==> src/rtl/johnson_seq_monitor_pkg.sv <==
// Shared definitions for Johnson-counter consumers: monitor FSM encoding,
// default register width and the counter's successor rule.
package johnson_pkg;

  localparam int JOHNSON_WIDTH = 4;

  typedef enum logic [1:0] {
    ST_UNLOCK = 2'd0,
    ST_TRACK  = 2'd1,
    ST_LOCKED = 2'd2
  } mon_state_e;

  // Next Johnson code: shift left and feed back the inverted MSB.
  // Operates on a zero-extended code of n bits (n < 32).
  function automatic logic [31:0] succ(input logic [31:0] q, input int unsigned n);
    logic [31:0] mask;
    mask = (32'd1 << n) - 32'd1;
    return ((q << 1) | {31'd0, ~q[n-1]}) & mask;
  endfunction

endpackage

==> src/rtl/johnson_seq_monitor_if.sv <==
// Counter-sample inputs and monitor status outputs of johnson_seq_monitor.
interface johnson_seq_monitor_if
  import johnson_pkg::*;
#(
  parameter int WIDTH = JOHNSON_WIDTH,
  parameter int ERR_W = 8
);
  localparam int IDX_W = $clog2(2*WIDTH);

  logic               en;
  logic [WIDTH-1:0]   q_in;
  logic               clr_err;
  logic [IDX_W-1:0]   phase_idx;
  logic [2*WIDTH-1:0] phase_onehot;
  logic               valid_code;
  logic               locked;
  logic               seq_err;
  logic [ERR_W-1:0]   err_count;

  modport master (
    output en, q_in, clr_err,
    input  phase_idx, phase_onehot, valid_code, locked, seq_err, err_count
  );

  modport slave (
    input  en, q_in, clr_err,
    output phase_idx, phase_onehot, valid_code, locked, seq_err, err_count
  );

endinterface

==> src/rtl/johnson_seq_monitor_decode.sv <==
// Combinational Johnson code decoder: legality flag, phase index and one-hot
// phase. Stateless so any Johnson consumer can reuse it.
module johnson_code_decode
  import johnson_pkg::*;
#(
  parameter  int WIDTH = JOHNSON_WIDTH,
  localparam int IDX_W = $clog2(2*WIDTH)
) (
  input  logic [WIDTH-1:0]   q_i,
  output logic               legal_o,
  output logic [IDX_W-1:0]   idx_o,
  output logic [2*WIDTH-1:0] onehot_o
);

  logic [WIDTH-1:0] thermo;
  int               pop;

  // Folding 1..10..0 onto 0..01..1 lets one "low run of ones" test cover both forms.
  always_comb begin
    thermo  = q_i[WIDTH-1] ? ~q_i : q_i;
    legal_o = ((thermo & (thermo + WIDTH'(1))) == '0);
    pop     = 0;
    for (int i = 0; i < WIDTH; i++) begin
      pop = pop + (q_i[i] ? 1 : 0);
    end
    idx_o = IDX_W'(q_i[WIDTH-1] ? (2*WIDTH - pop) : pop);
    for (int i = 0; i < 2*WIDTH; i++) begin
      onehot_o[i] = legal_o && (int'(idx_o) == i);
    end
  end

endmodule

==> src/rtl/johnson_seq_monitor.sv <==
// Watches a Johnson counter's code and advance enable, tracks lock on the
// legal sequence and flags/counts sequence errors once locked.
//
// state     | meaning
// ----------+------------------------------------------------------------
// ST_UNLOCK | no legal code seen yet (or last code illegal)
// ST_TRACK  | following the sequence, counting consecutive matches
// ST_LOCKED | LOCK_CNT matches seen; any deviation raises seq_err
module johnson_seq_monitor
  import johnson_pkg::*;
#(
  parameter int WIDTH    = JOHNSON_WIDTH,
  parameter int LOCK_CNT = 4,
  parameter int ERR_W    = 8
) (
  input  logic                 clk,
  input  logic                 rst,
  johnson_seq_monitor_if.slave mon
);

  localparam int IDX_W = $clog2(2*WIDTH);
  localparam int CNT_W = $clog2(LOCK_CNT+1);

  mon_state_e         state_q, state_d;
  logic [WIDTH-1:0]   prev_code_q;
  logic               prev_en_q;
  logic [CNT_W-1:0]   good_cnt_q, good_cnt_d;
  logic [IDX_W-1:0]   phase_idx_q, phase_idx_d;
  logic [2*WIDTH-1:0] onehot_q;
  logic               valid_q;
  logic               seq_err_q, seq_err_d;
  logic [ERR_W-1:0]   err_cnt_q, err_cnt_d;

  logic               dec_legal;
  logic [IDX_W-1:0]   dec_idx;
  logic [2*WIDTH-1:0] dec_onehot;
  logic [WIDTH-1:0]   expected;
  logic               match;

  johnson_code_decode #(.WIDTH(WIDTH)) u_decode (
    .q_i      (mon.q_in),
    .legal_o  (dec_legal),
    .idx_o    (dec_idx),
    .onehot_o (dec_onehot)
  );

  always_ff @(posedge clk or negedge rst) begin
    if (!rst) begin
      state_q     <= ST_UNLOCK;
      prev_code_q <= '0;
      prev_en_q   <= 1'b0;
      good_cnt_q  <= '0;
      phase_idx_q <= '0;
      onehot_q    <= '0;
      valid_q     <= 1'b0;
      seq_err_q   <= 1'b0;
      err_cnt_q   <= '0;
    end else begin
      state_q     <= state_d;
      prev_code_q <= mon.q_in;
      prev_en_q   <= mon.en;
      good_cnt_q  <= good_cnt_d;
      phase_idx_q <= phase_idx_d;
      onehot_q    <= dec_onehot;
      valid_q     <= dec_legal;
      seq_err_q   <= seq_err_d;
      err_cnt_q   <= err_cnt_d;
    end
  end

  always_comb begin
    expected    = prev_en_q ? WIDTH'(succ(32'(prev_code_q), WIDTH)) : prev_code_q;
    match       = (mon.q_in == expected);
    state_d     = state_q;
    good_cnt_d  = good_cnt_q;
    seq_err_d   = 1'b0;
    err_cnt_d   = err_cnt_q;
    phase_idx_d = dec_legal ? dec_idx : phase_idx_q;

    case (state_q)
      ST_UNLOCK: begin
        if (dec_legal) begin
          state_d    = ST_TRACK;
          good_cnt_d = '0;
        end
      end
      ST_TRACK: begin
        if (!dec_legal) begin
          state_d    = ST_UNLOCK;
          good_cnt_d = '0;
        end else if (!match) begin
          good_cnt_d = '0;
        end else if (int'(good_cnt_q) + 1 >= LOCK_CNT) begin
          state_d    = ST_LOCKED;
          good_cnt_d = '0;
        end else begin
          good_cnt_d = good_cnt_q + CNT_W'(1);
        end
      end
      ST_LOCKED: begin
        if (!dec_legal) begin
          seq_err_d = 1'b1;
          state_d   = ST_UNLOCK;
        end else if (!match) begin
          seq_err_d  = 1'b1;
          state_d    = ST_TRACK;
          good_cnt_d = '0;
        end
      end
      default: begin
        state_d    = ST_UNLOCK;
        good_cnt_d = '0;
      end
    endcase

    // A clear that coincides with a new error keeps that error visible.
    if (mon.clr_err) begin
      err_cnt_d = seq_err_d ? ERR_W'(1) : '0;
    end else if (seq_err_d && (err_cnt_q != {ERR_W{1'b1}})) begin
      err_cnt_d = err_cnt_q + ERR_W'(1);
    end
  end

  assign mon.phase_idx    = phase_idx_q;
  assign mon.phase_onehot = onehot_q;
  assign mon.valid_code   = valid_q;
  assign mon.locked       = (state_q == ST_LOCKED);
  assign mon.seq_err      = seq_err_q;
  assign mon.err_count    = err_cnt_q;

endmodule

==> src/flat_wrapper.sv <==
// flat-port wrapper written by rule: the top's interface ports become plain ports
module johnson_seq_monitor_flat import johnson_pkg::*;
#(
  parameter int WIDTH    = JOHNSON_WIDTH,
  parameter int LOCK_CNT = 4,
  parameter int ERR_W    = 8
)
  (clk, rst, mon_en, mon_q_in, mon_clr_err, mon_phase_idx, mon_phase_onehot, mon_valid_code, mon_locked, mon_seq_err, mon_err_count);
  johnson_seq_monitor_if #(.WIDTH(WIDTH), .ERR_W(ERR_W)) mon_i ();
  input  logic clk;
  input  logic rst;
  input wire logic [$bits(mon_i.en)-1:0] mon_en;
  input wire logic [$bits(mon_i.q_in)-1:0] mon_q_in;
  input wire logic [$bits(mon_i.clr_err)-1:0] mon_clr_err;
  output wire logic [$bits(mon_i.phase_idx)-1:0] mon_phase_idx;
  output wire logic [$bits(mon_i.phase_onehot)-1:0] mon_phase_onehot;
  output wire logic [$bits(mon_i.valid_code)-1:0] mon_valid_code;
  output wire logic [$bits(mon_i.locked)-1:0] mon_locked;
  output wire logic [$bits(mon_i.seq_err)-1:0] mon_seq_err;
  output wire logic [$bits(mon_i.err_count)-1:0] mon_err_count;
  assign mon_i.en = mon_en;
  assign mon_i.q_in = mon_q_in;
  assign mon_i.clr_err = mon_clr_err;
  assign mon_phase_idx = mon_i.phase_idx;
  assign mon_phase_onehot = mon_i.phase_onehot;
  assign mon_valid_code = mon_i.valid_code;
  assign mon_locked = mon_i.locked;
  assign mon_seq_err = mon_i.seq_err;
  assign mon_err_count = mon_i.err_count;
  johnson_seq_monitor #(.WIDTH(WIDTH), .LOCK_CNT(LOCK_CNT), .ERR_W(ERR_W)) u_core (.clk(clk), .rst(rst), .mon(mon_i));
endmodule
==> config.mk <==
export PLATFORM = sky130hd
export DESIGN_NAME = johnson_seq_monitor_flat
export DESIGN_NICKNAME = d
export VERILOG_FILES = /design/src/rtl/johnson_seq_monitor_pkg.sv /design/src/rtl/johnson_seq_monitor_if.sv /design/src/rtl/johnson_seq_monitor_decode.sv /design/src/rtl/johnson_seq_monitor.sv /design/src/flat_wrapper.sv
export SDC_FILE = /design/constraint.sdc
export NUM_CORES = 1
export LEC_CHECK = 0
export ABC_AREA = 1
export CAP_MARGIN = 20
export CELL_PAD_IN_SITES_DETAIL_PLACEMENT = 0
export CELL_PAD_IN_SITES_GLOBAL_PLACEMENT = 2
export CORE_MARGIN = 2
export CORE_UTILIZATION = 38
export CTS_CLUSTER_SIZE = 25
export DETAILED_ROUTE_END_ITERATION = 12
export DONT_BUFFER_PORTS = 1
export PLACE_DENSITY_LB_ADDON = 0.1
export SLEW_MARGIN = 20
export SYNTH_ARGS = -nofsm -noshare
export SYNTH_HDL_FRONTEND = slang
export SYNTH_HIERARCHICAL = 1
export SYNTH_SLANG_ARGS = --single-unit
==> constraint.sdc <==
create_clock -name clk -period 3 [get_ports clk]
set_input_delay 0.45 -clock clk [delete_from_list [all_inputs] [get_ports clk]]
set_output_delay 0.45 -clock clk [all_outputs]
set_load 0.01 [all_outputs]
After elaboration in Yosys (flattened, before gate mapping):

Cells that the tools add are included.

* bits in registers: 31
* memory bits (writable): 0
* word-level logic and storage cells: 81
* latch bits: 0
* input port bits: 8
* output and inout bits: 22
* ROM bits: 0
* memories: 0

* magnitude comparators: 1
* divide/modulo/power cells: 0
* bitwise operators: 4
* equality and inequality tests: 17
* multiply operators: 0
* shifts and indexed selects: 0
* muxes and demuxes: 27
* reduce and logical (&&, ||, !) cells: 15
* add/subtract/negate cells: 8

Operator list (number)
* 32-bit by 4-bit greater-or-equal comparator with 1-bit output (second input constant): 1
* 3-bit 2-to-1 mux: 7
* 8-bit 2-to-1 mux: 2
* 3-bit == test (second input constant): 4
* 2-bit 2-to-1 mux: 6
* 1-bit logical AND: 9
* 3-bit inequality test (second input constant): 3
* 3-bit case mux with 3 select lines: 1
* 8-bit by 1-bit adder with 8-bit output (second input constant): 1
* 1-bit 2-to-1 mux: 8
* 4-bit 2-to-1 mux: 2
* 8-bit inequality test (second input constant): 1
* 3-bit by 2-bit == test with 1-bit output (second input constant): 2
* 2-bit case mux with 3 select lines: 1
* 3-bit by 1-bit adder with 4-bit output (second input constant): 1
* 4-bit by 1-bit adder with 4-bit output (second input constant): 1
* 4-bit bitwise AND: 1
* 4-bit == test: 1
* 4-bit logical NOT: 1
* 2-bit by 1-bit inequality test with 1-bit output (second input constant): 2
* 4-bit inverter: 1
* 4-bit by 1-bit OR with 4-bit output: 1
* 4-bit AND reduction: 1
* 2-bit by 1-bit adder with 3-bit output: 1
* 13 further kinds: 13

Logic depth before layout (Yosys ltp):

Gate-level depths: netlist (run 1).

* word-level depth: 10
* mapped depth: 11

Cells and area by module:

The synthesis (run 1) kept the hierarchy.

Modules (own cells, without submodules)
* johnson_seq_monitor: area an instance 1430.1 um2, cells each 167, instances 1, seq. area each 775.7 um2
* johnson_code_decode: area an instance 291.5 um2, cells each 56, instances 1, seq. area each 0.0 um2

Least setup slack after synthesis (run 1):

No wires, ideal clock.

* kind: input port to flip-flop
* start point: input port mon_q_in[0]
* end point: register u_core.phase_idx_q[2] (netlist: u_core/mon.phase_idx[2])
* data arrival time: 1.755 ns
* required time: 2.883 ns
* setup time: 0.117 ns
* cell stages on the path: 8
* slack: 1.129 ns
* path through: fa_1 > ha_1 > inv_1 > nand3_1 > nand3_1 > nand2_4 > nand2_1 > nand2_1

* cells in the longest elaborated chain, start to end: 6

RTL lines
* from (decl): line flat_wrapper.sv:13 `input wire logic [$bits(mon_i.q_in)-1:0] mon_q_in;`
* 1-bit 2-to-1 mux (*): line johnson_seq_monitor_decode.sv:24 `pop = pop + (q_i[i] ? 1 : 0);`
* 1-bit by 1-bit adder with 2-bit output (*): line johnson_seq_monitor_decode.sv:24
* 2-bit by 1-bit adder with 3-bit output (*): line johnson_seq_monitor_decode.sv:24
* 3-bit by 1-bit adder with 3-bit output (*): line johnson_seq_monitor_decode.sv:24
* 1-bit by 3-bit subtractor with 3-bit output: line johnson_seq_monitor_decode.sv:26 `idx_o = IDX_W'(q_i[WIDTH-1] ? (2*WIDTH - pop) : pop);`
* 3-bit 2-to-1 mux (*): line johnson_seq_monitor_decode.sv:26
* via u_core.dec_idx[2]: line johnson_seq_monitor.sv:35 `logic [IDX_W-1:0] dec_idx;`
* to (signal assigned): line johnson_seq_monitor.sv:63 `phase_idx_q <= phase_idx_d;`
* to (decl): line johnson_seq_monitor.sv:28 `logic [IDX_W-1:0] phase_idx_q, phase_idx_d;`

The timed path passes the listed nets; every way through them passes the cells marked *.
A chain may end at the register's enable or synchronous reset.

Worst setup path in the final report (run 1):

* start point: register u_core.err_cnt_q[0] (netlist: u_core/mon.err_count[0])
* end point: register u_core.err_cnt_q[1] (netlist: u_core/mon.err_count[1])

* cells in the longest elaborated chain, start to end: 3

RTL lines
* from (decl): line johnson_seq_monitor.sv:32 `logic [ERR_W-1:0] err_cnt_q, err_cnt_d;`
* from (signal assigned): line johnson_seq_monitor.sv:67 `err_cnt_q <= err_cnt_d;`
* 8-bit by 1-bit adder with 8-bit output / 8-bit inequality test (equally long branches): line johnson_seq_monitor.sv:120, johnson_seq_monitor.sv:119
* 8-bit 2-to-1 mux / 1-bit logical AND (equally long branches): line johnson_seq_monitor.sv:119 `end else if (seq_err_d && (err_cnt_q != {ERR_W{1'b1}})) begin`
* 8-bit 2-to-1 mux / 2-bit nonzero test (equally long branches)

Parallel ways exist; a longest one is shown, timed or not. The select of a mux whose other input is x is not followed.

==> results.tsv, run 1 <==
metric	value	unit
status	complete, no violations	
NetSw	0.360	mW
CP peak stage delay	460	ps
WL/cell	12.9	µm
dpl hpwl	2560	µm
Leakage	1.04	nW
Final ANT Viol Nets	0	
Pwr Total	1.17	mW
number of global-route vias before repair	1274	
Clk pwr share	36.6	%
H-tree depth	2	
internal power	0.808	mW
GR Overflow Total	0	
Async S/R FF share, synth	100	%
number of enable flip-flop cells after synthesis	0	
nets	244	
Simple-Gate Fraction of Synth Area	36.9	%
Peak supply drop	0.297	mV
Max Buffers Root-to-Sink	2	
XOR/XNOR Fraction of Synth Area	2.03	%
vias per cell	4.92	
switching part of the total	30.8	%
area taken by flip-flops and latches	776	µm²
multi-input logic area	833	µm²
DRC	0	
mux contribution to synthesized area	0	%
number of synthesized register bits	31	
CP required	3170	ps
clock-pin slew on the worst setup and hold paths	70	ps
DRT Pass-1 Iters	4	
die area	5090	µm²
port bufs	0	
Clock Latency Late Sink	280	ps
hold path startpoint	mon_en	
Chip Height	71.3	µm
Yosys top cell area share	45.1	%
Slew @ Worst Pin	561	ps
post-layout minimum cycle time	1720	ps
top cells by area, synth	dfrtp_1 45%, nand2_1 16%, nand3_1 7.0%	
RSZ-0062 raised after global routing	no	
logic gate share of total power	19.2	%
Final WS setup	1280	ps
Adder-Cell Fraction of Synth Area	4.80	%
fin crit share	57.3	%
Die W	71.3	µm
antenna violations before repair	0	
ys flop type	dfrtp_1	
WL final	3650	µm
# IOs	30	
Fin. Hold Viols	0	
Worst Setup End Kind	register	
Post-Syn Area	1720	µm²
Vias	1392	
post-synth top area cell	dfrtp_1	
initial core utilization	39.5	%
relative slew slack	62.5	%
Hold Crit Class	primary input to register	
worst setup path startpoint	u_core/mon.err_count[0]$_DFFE_PN0P_	
main combinational cell family by area after synthesis	simple AND/OR/NAND/NOR gates	
Crit Path Class	register to register	
dpl ws	1000	ps
# rows	24	
count leader, synth	nand2_1	
most frequent CP cell	nand2_1	
pwr/cell area	606	nW/µm²
1st-iter DRT viols	42	
Placed Area	1780	µm²
Synth Area in Compound Gates	4.65	%
largest net degree at the start of global routing	32	
Cells after Synth	223	
final-report setup violation count	0	
fraction of layout cells with a size suffix above 1	9.96	%
final slew viol count	0	
Root Driver	clkbuf_8	
Total GRT Usage	15.2	%
maxcap violations	0	
total CTS buffers	5	
f_max	581	MHz
# diodes	0	
Syn-to-layout area delta	11.9	%
core region area	4350	µm²
critical path's slowest cell	dfrtp_1	
sequential element share of the synthesized area	45.1	%
Syn Area/Cell	7.72	µm²
Yosys warning count	6	
CTS tree	built	
Synth Net Count	237	
synth cell count leaders	75 x nand2_1, 31 x dfrtp_1, 26 x inv_1, 24 x nand3_1, 23 x nor2_1	
reg-to-reg critical path startpoint	u_core/mon.err_count[0]$_DFFE_PN0P_	
Final GP Congestion	0.774	
setup_tns	0	ps
CP max FO	9	
crit start category	register	
first-pass GRT wire length	6070	µm
critical path cell sequence	ha_1 -> nand2_1 -> nor2_1 -> nand4_1 -> nand3_4 -> nand2_4 -> nand2_1 -> nand2_1	
Seq pwr share	44.2	%
WP data arrival	1890	ps
Fin Hold WS	189	ps
Worst Skew	8.86	ps
Fill cells	430	
fin area	1930	µm²
distinct cell type count after synthesis	28	
Clock Sinks	31	
## area by class of cell
type / count / area share, %
multi-input cells: 162 / 43.2
well taps: 52 / 3.38
clock inverters: 2 / 1.82
clock buffers: 6 / 4.29
flip-flops and latches: 31 / 40.3
inverters: 28 / 5.45
repair buffers: 2 / 1.56
## metrics by stage
stage	instances	utilization (%)
global placement	273	40.9
floorplan	223	-
finish	283	44.3
CTS	283	44.3
detailed placement	273	40.9
global route	283	44.3
## cells by family after synthesis
| logic type | count (synthesis) |
|---|---|
| buffers and inverters | 30 |
| flip-flops | 31 |
| AO/OA/AOI/OAI | 13 |
| AND/OR/NAND/NOR | 139 |
| XOR/XNOR | 4 |
| adder cells (fa/ha/maj) | 6 |
## layer usage
layer | routed length [µm] | GRT usage (%)
met5 | 0 | 0
met4 | 47 | 4.40
met3 | 173 | 5.06
met2 | 1620 | 22.9
met1 | 1800 | 21.0
## state kept, by name, indices dropped and copies added, names as in the netlist
signal and count:
u_core/good_cnt_q 3, u_core/mon.err_count 8, u_core/mon.phase_idx 3, u_core/mon.phase_onehot 8
u_core/mon.seq_err 1, u_core/mon.valid_code 1, u_core/prev_code_q 4, u_core/prev_en_q 1
u_core/state_q 2
## cells in the final DEF (no fill, tap or decap)
master	n
nor3_1	2
fa_1	1
o21ai_2	1
o21ai_1	2
xnor2_1	2
a21oi_1	3
o21bai_1	1
clkbuf_8	6
nand2_1	75
inv_2	2
xor2_1	2
a31o_1	1
clkinv_2	1
nand2_4	2
inv_1	26
nand2_2	5
or2_0	1
buf_12	1
o21ai_0	3
and2_1	1
ha_1	5
o31ai_1	1
dlygate4sd3_1	1
nor2_1	23
nand3b_1	1
nand4_1	1
bufinv_16	1
o211ai_1	1
nand3_4	2
nor2_4	2
nand3_1	24
dfrtp_1	31
## power groups by stage
stage | clock (mW) | sequential, mW | combinational (mW)
after floorplan | 0 | 0.513 | 0.177
after global placement | 0 | 0.524 | 0.209
after detailed placement | 0 | 0.525 | 0.212
after CTS | 0.441 | 0.518 | 0.227
after global routing | 0.463 | 0.521 | 0.263
final | 0.427 | 0.517 | 0.224
## worst paths after layout
| path | end | slack [ps] | cells after the start |
|---|---|---|---|
| setup / recovery | u_core/mon.err_count[1]$_DFFE_PN0P_ | 1280 | 8 |
| hold / removal | u_core/prev_en_q$_DFF_PN0_ | 190 | 0 |
| setup reg to reg | u_core/mon.err_count[1]$_DFFE_PN0P_ | 1280 | 8 |
| hold reg to reg | u_core/good_cnt_q[1]$_DFFE_PN0P_ | 530 | 2 |
| max in group asynchronous | u_core/mon.err_count[6]$_DFFE_PN0P_ | 2220 | 2 |
| min in group asynchronous | u_core/prev_code_q[1]$_DFF_PN0_ | 610 | 2 |
## timing repair
item                      4_1_cts  5_1_grt
setup buffers                   0        0
hold endpoints to repair       31        0
resized for setup               0        0
hold buffers                    2        0
## worst max-delay path, delay by kind of cell (launching register included)
| family | cells | cell delay [ps] |
|---|---|---|
| flops | 1 | 460 |
| simple gates | 7 | 940 |
| fa+ha+maj | 1 | 210 |
Power figures use the tool's default switching activity.
==> run 2, diff against run 1 <==
--- a/config.mk
+++ b/config.mk
@@ -5,12 +5,12 @@
 export SDC_FILE = /design/constraint.sdc
 export NUM_CORES = 1
 export LEC_CHECK = 0
-export ABC_AREA = 1
+export ABC_AREA = 0
 export CAP_MARGIN = 20
 export CELL_PAD_IN_SITES_DETAIL_PLACEMENT = 0
 export CELL_PAD_IN_SITES_GLOBAL_PLACEMENT = 2
 export CORE_MARGIN = 2
-export CORE_UTILIZATION = 38
+export CORE_UTILIZATION = 35
 export CTS_CLUSTER_SIZE = 25
 export DETAILED_ROUTE_END_ITERATION = 12
 export DONT_BUFFER_PORTS = 1
==> constraint.sdc (replaced) <==
create_clock -name clk -period 1.5 [get_ports clk]
set_input_delay 0.225 -clock clk [delete_from_list [all_inputs] [get_ports clk]]
set_output_delay 0.225 -clock clk [all_outputs]
set_load 0.01 [all_outputs]
==> run 2 against run 1 <==
Net effect: the flow now finishes with violations (negative hold slack, negative setup slack); maximum frequency down 9.7%; highest routed layer unchanged; wire length up 5.6%; clock-buffer cell count up 1.
==> results.tsv, run 2 <==
metric	value	unit
status	finished, violations left	
failing checks	negative hold slack, negative setup slack	
WL final	3850	µm
count leader, synth	dfrtp_1	
ys flop type	dfrtp_1	
top cells by area, synth	dfrtp_1 50%, ha_1 4.1%, nor2_1 3.7%	
DRC	0	
# diodes	0	
first-pass GRT wire length	6300	µm
Syn Area/Cell	10.9	µm²
Slew @ Worst Pin	271	ps
Final WS setup	-405	ps
Leakage	1.02	nW
post-synth top area cell	dfrtp_1	
WP data arrival	2130	ps
setup_tns	-4710	ps
most common cell after layout, fill and taps aside	dfrtp_1	
fraction of layout cells with a size suffix above 1	47.6	%
1st-iter DRT viols	57	
port bufs	0	
Final Util	55.4	%
Fin Hold WS	-23.1	ps
RSZ-0062 raised after global routing	yes	
number of global-route vias before repair	1310	
Yosys top cell area share	50.4	%
antenna violations before repair	0	
Worst Setup End Kind	register	
number of enable flip-flop cells after synthesis	0	
nets	204	
Cells after Synth	141	
Crit Path Class	register to register	
Synth Net Count	155	
total CTS buffers	5	
Chip Height	70.3	µm
Syn-to-layout area delta	54.6	%
# rows	24	
CP max FO	5	
Worst Skew	10.1	ps
Peak supply drop	0.542	mV
final slew viol count	0	
dpl hpwl	2620	µm
Die W	70.3	µm
synth cell count leaders	31 x dfrtp_1, 15 x nor2_1, 9 x a21oi_1, 9 x nand3_1, 7 x nand2_1	
pwr/cell area	950	nW/µm²
CP required	1730	ps
vias per cell	5.18	
Async S/R FF share, synth	100	%
Total GRT Usage	16.7	%
number of synthesized register bits	31	
DRT Pass-1 Iters	4	
post-layout minimum cycle time	1910	ps
Max Buffers Root-to-Sink	2	
largest net degree at the start of global routing	32	
Hold Crit Class	primary input to register	
Fin. Hold Viols	7	
core region area	4290	µm²
most frequent cells in the layout	30 x dfrtp_1, 27 x buf_4, 11 x buf_6	
Yosys warning count	6	
Clock Latency Late Sink	290	ps
maxcap violations	0	
GR Overflow Total	0	
Fill cells	377	
H-tree depth	2	
crit start category	register	
Vias	1259	
distinct cell type count after synthesis	42	
Final ANT Viol Nets	0	
final-report setup violation count	24	
clock-pin slew on the worst setup and hold paths	70	ps
relative slew slack	81.4	%
Root Driver	clkbuf_8	
fin crit share	127	%
CTS tree	built	
Post-Syn Area	1540	µm²
die area	4940	µm²
# IOs	30	
Clock Sinks	31	
sequential element share of the synthesized area	50.4	%
Final GP Congestion	0.726	
WL/cell	15.8	µm
f_max	525	MHz
initial core utilization	35.8	%
# hold bufs at CTS	7	
[run 2: changes by cell type after synthesis, moves of 5 or more]
cell,previous run,this run
nand3_1,24,9
nand2_1,75,7
nand2_2,5,0
a21oi_1,3,9
nor2_1,23,15
inv_1,26,5
[run 2: per-layer routing]
metal  GRT usage [%]  routed length (µm)  up-vias
li1                -                   -      601
met1            19.1                1620      619
met2            28.5                1980       33
met3            6.06                 191        6
met4            5.77                  61        0
met5               0                   0        -
[run 2: what timing repair did]
item                                    in CTS  in global routing
resized for setup                           33                 20
pin swaps                                   18                 13
setup buffers                                6                  2
endpoints found under the setup margin      24                 24
endpoints found under the hold margin       43                  7
[run 2: path summary, 6_finish.rpt]
check / to / slack, ps / startpoint / cells after the start
min in group asynchronous: u_core/mon.err_count[6]$_DFFE_PN0P_ / 380 / rst / 2
max reg2reg: u_core/mon.err_count[3]$_DFFE_PN0P_ / -410 / u_core/prev_en_q$_DFF_PN0_ / 7
max: u_core/mon.err_count[3]$_DFFE_PN0P_ / -410 / u_core/prev_en_q$_DFF_PN0_ / 7
max in group asynchronous: u_core/prev_en_q$_DFF_PN0_ / 930 / rst / 2
min reg2reg: u_core/good_cnt_q[1]$_DFFE_PN0P_ / 530 / u_core/good_cnt_q[1]$_DFFE_PN0P_ / 1
min: u_core/mon.err_count[3]$_DFFE_PN0P_ / -20 / mon_clr_err / 1
[run 2: area by class of cell]
class	count	area (µm²)	share of cell area [%]
Clock inverter	1	7.51	0.315
Sequential cell	31	777	32.6
Timing Repair Buffer	45	407	17.1
Clock buffer	7	96.3	4.05
Multi-Input combinational cell	102	1010	42.4
Tap cell	52	65.1	2.73
Inverter	5	18.8	0.789
[run 2: logic make-up after synthesis]
| group | Yosys count | share of synthesized area (%) |
|---|---|---|
| xor+xnor | 8 | 4.55 |
| fa+ha+maj | 6 | 5.37 |
| simple gates | 51 | 16.8 |
| compound gates | 28 | 12.6 |
| flops | 31 | 50.4 |
| mux | 9 | 7.24 |
| buf+inv | 8 | 3.01 |
[run 2: through the flow]
| step | power [mW] | cell area (µm²) | hold WS [ps] | cells | worst slack [ps] |
|---|---|---|---|---|---|
| 2_1_floorplan | 1.20 | 1620 | -70.6 | 141 | -444 |
| 3_3_place_gp | 1.31 | 1910 | -69.8 | 223 | -412 |
| 3_5_place_dp | 1.32 | 1910 | -69.9 | 223 | -448 |
| 4_1_cts | 2.24 | 2300 | -18.3 | 244 | -432 |
| 5_1_grt | 2.37 | 2380 | -38.3 | 243 | -545 |
| 6_report | 2.26 | 2380 | -23.1 | 243 | -405 |
[run 2: power breakdown]
group / internal, mW / total (mW) / switching (mW) / leakage (nW)
clock: 0.417 / 0.738 / 0.321 / 0.0505
combinational: 0.305 / 0.563 / 0.258 / 0.558
sequential: 0.896 / 0.960 / 0.0633 / 0.408
[run 2: critical path, cell delays in order (launching register included)]
cell and delay (ps):
dfrtp_2 410, mux2i_1 220, xnor2_1 150, a211oi_2 80
a311o_1 390, buf_4 160, or3_1 320, a21oi_2 120
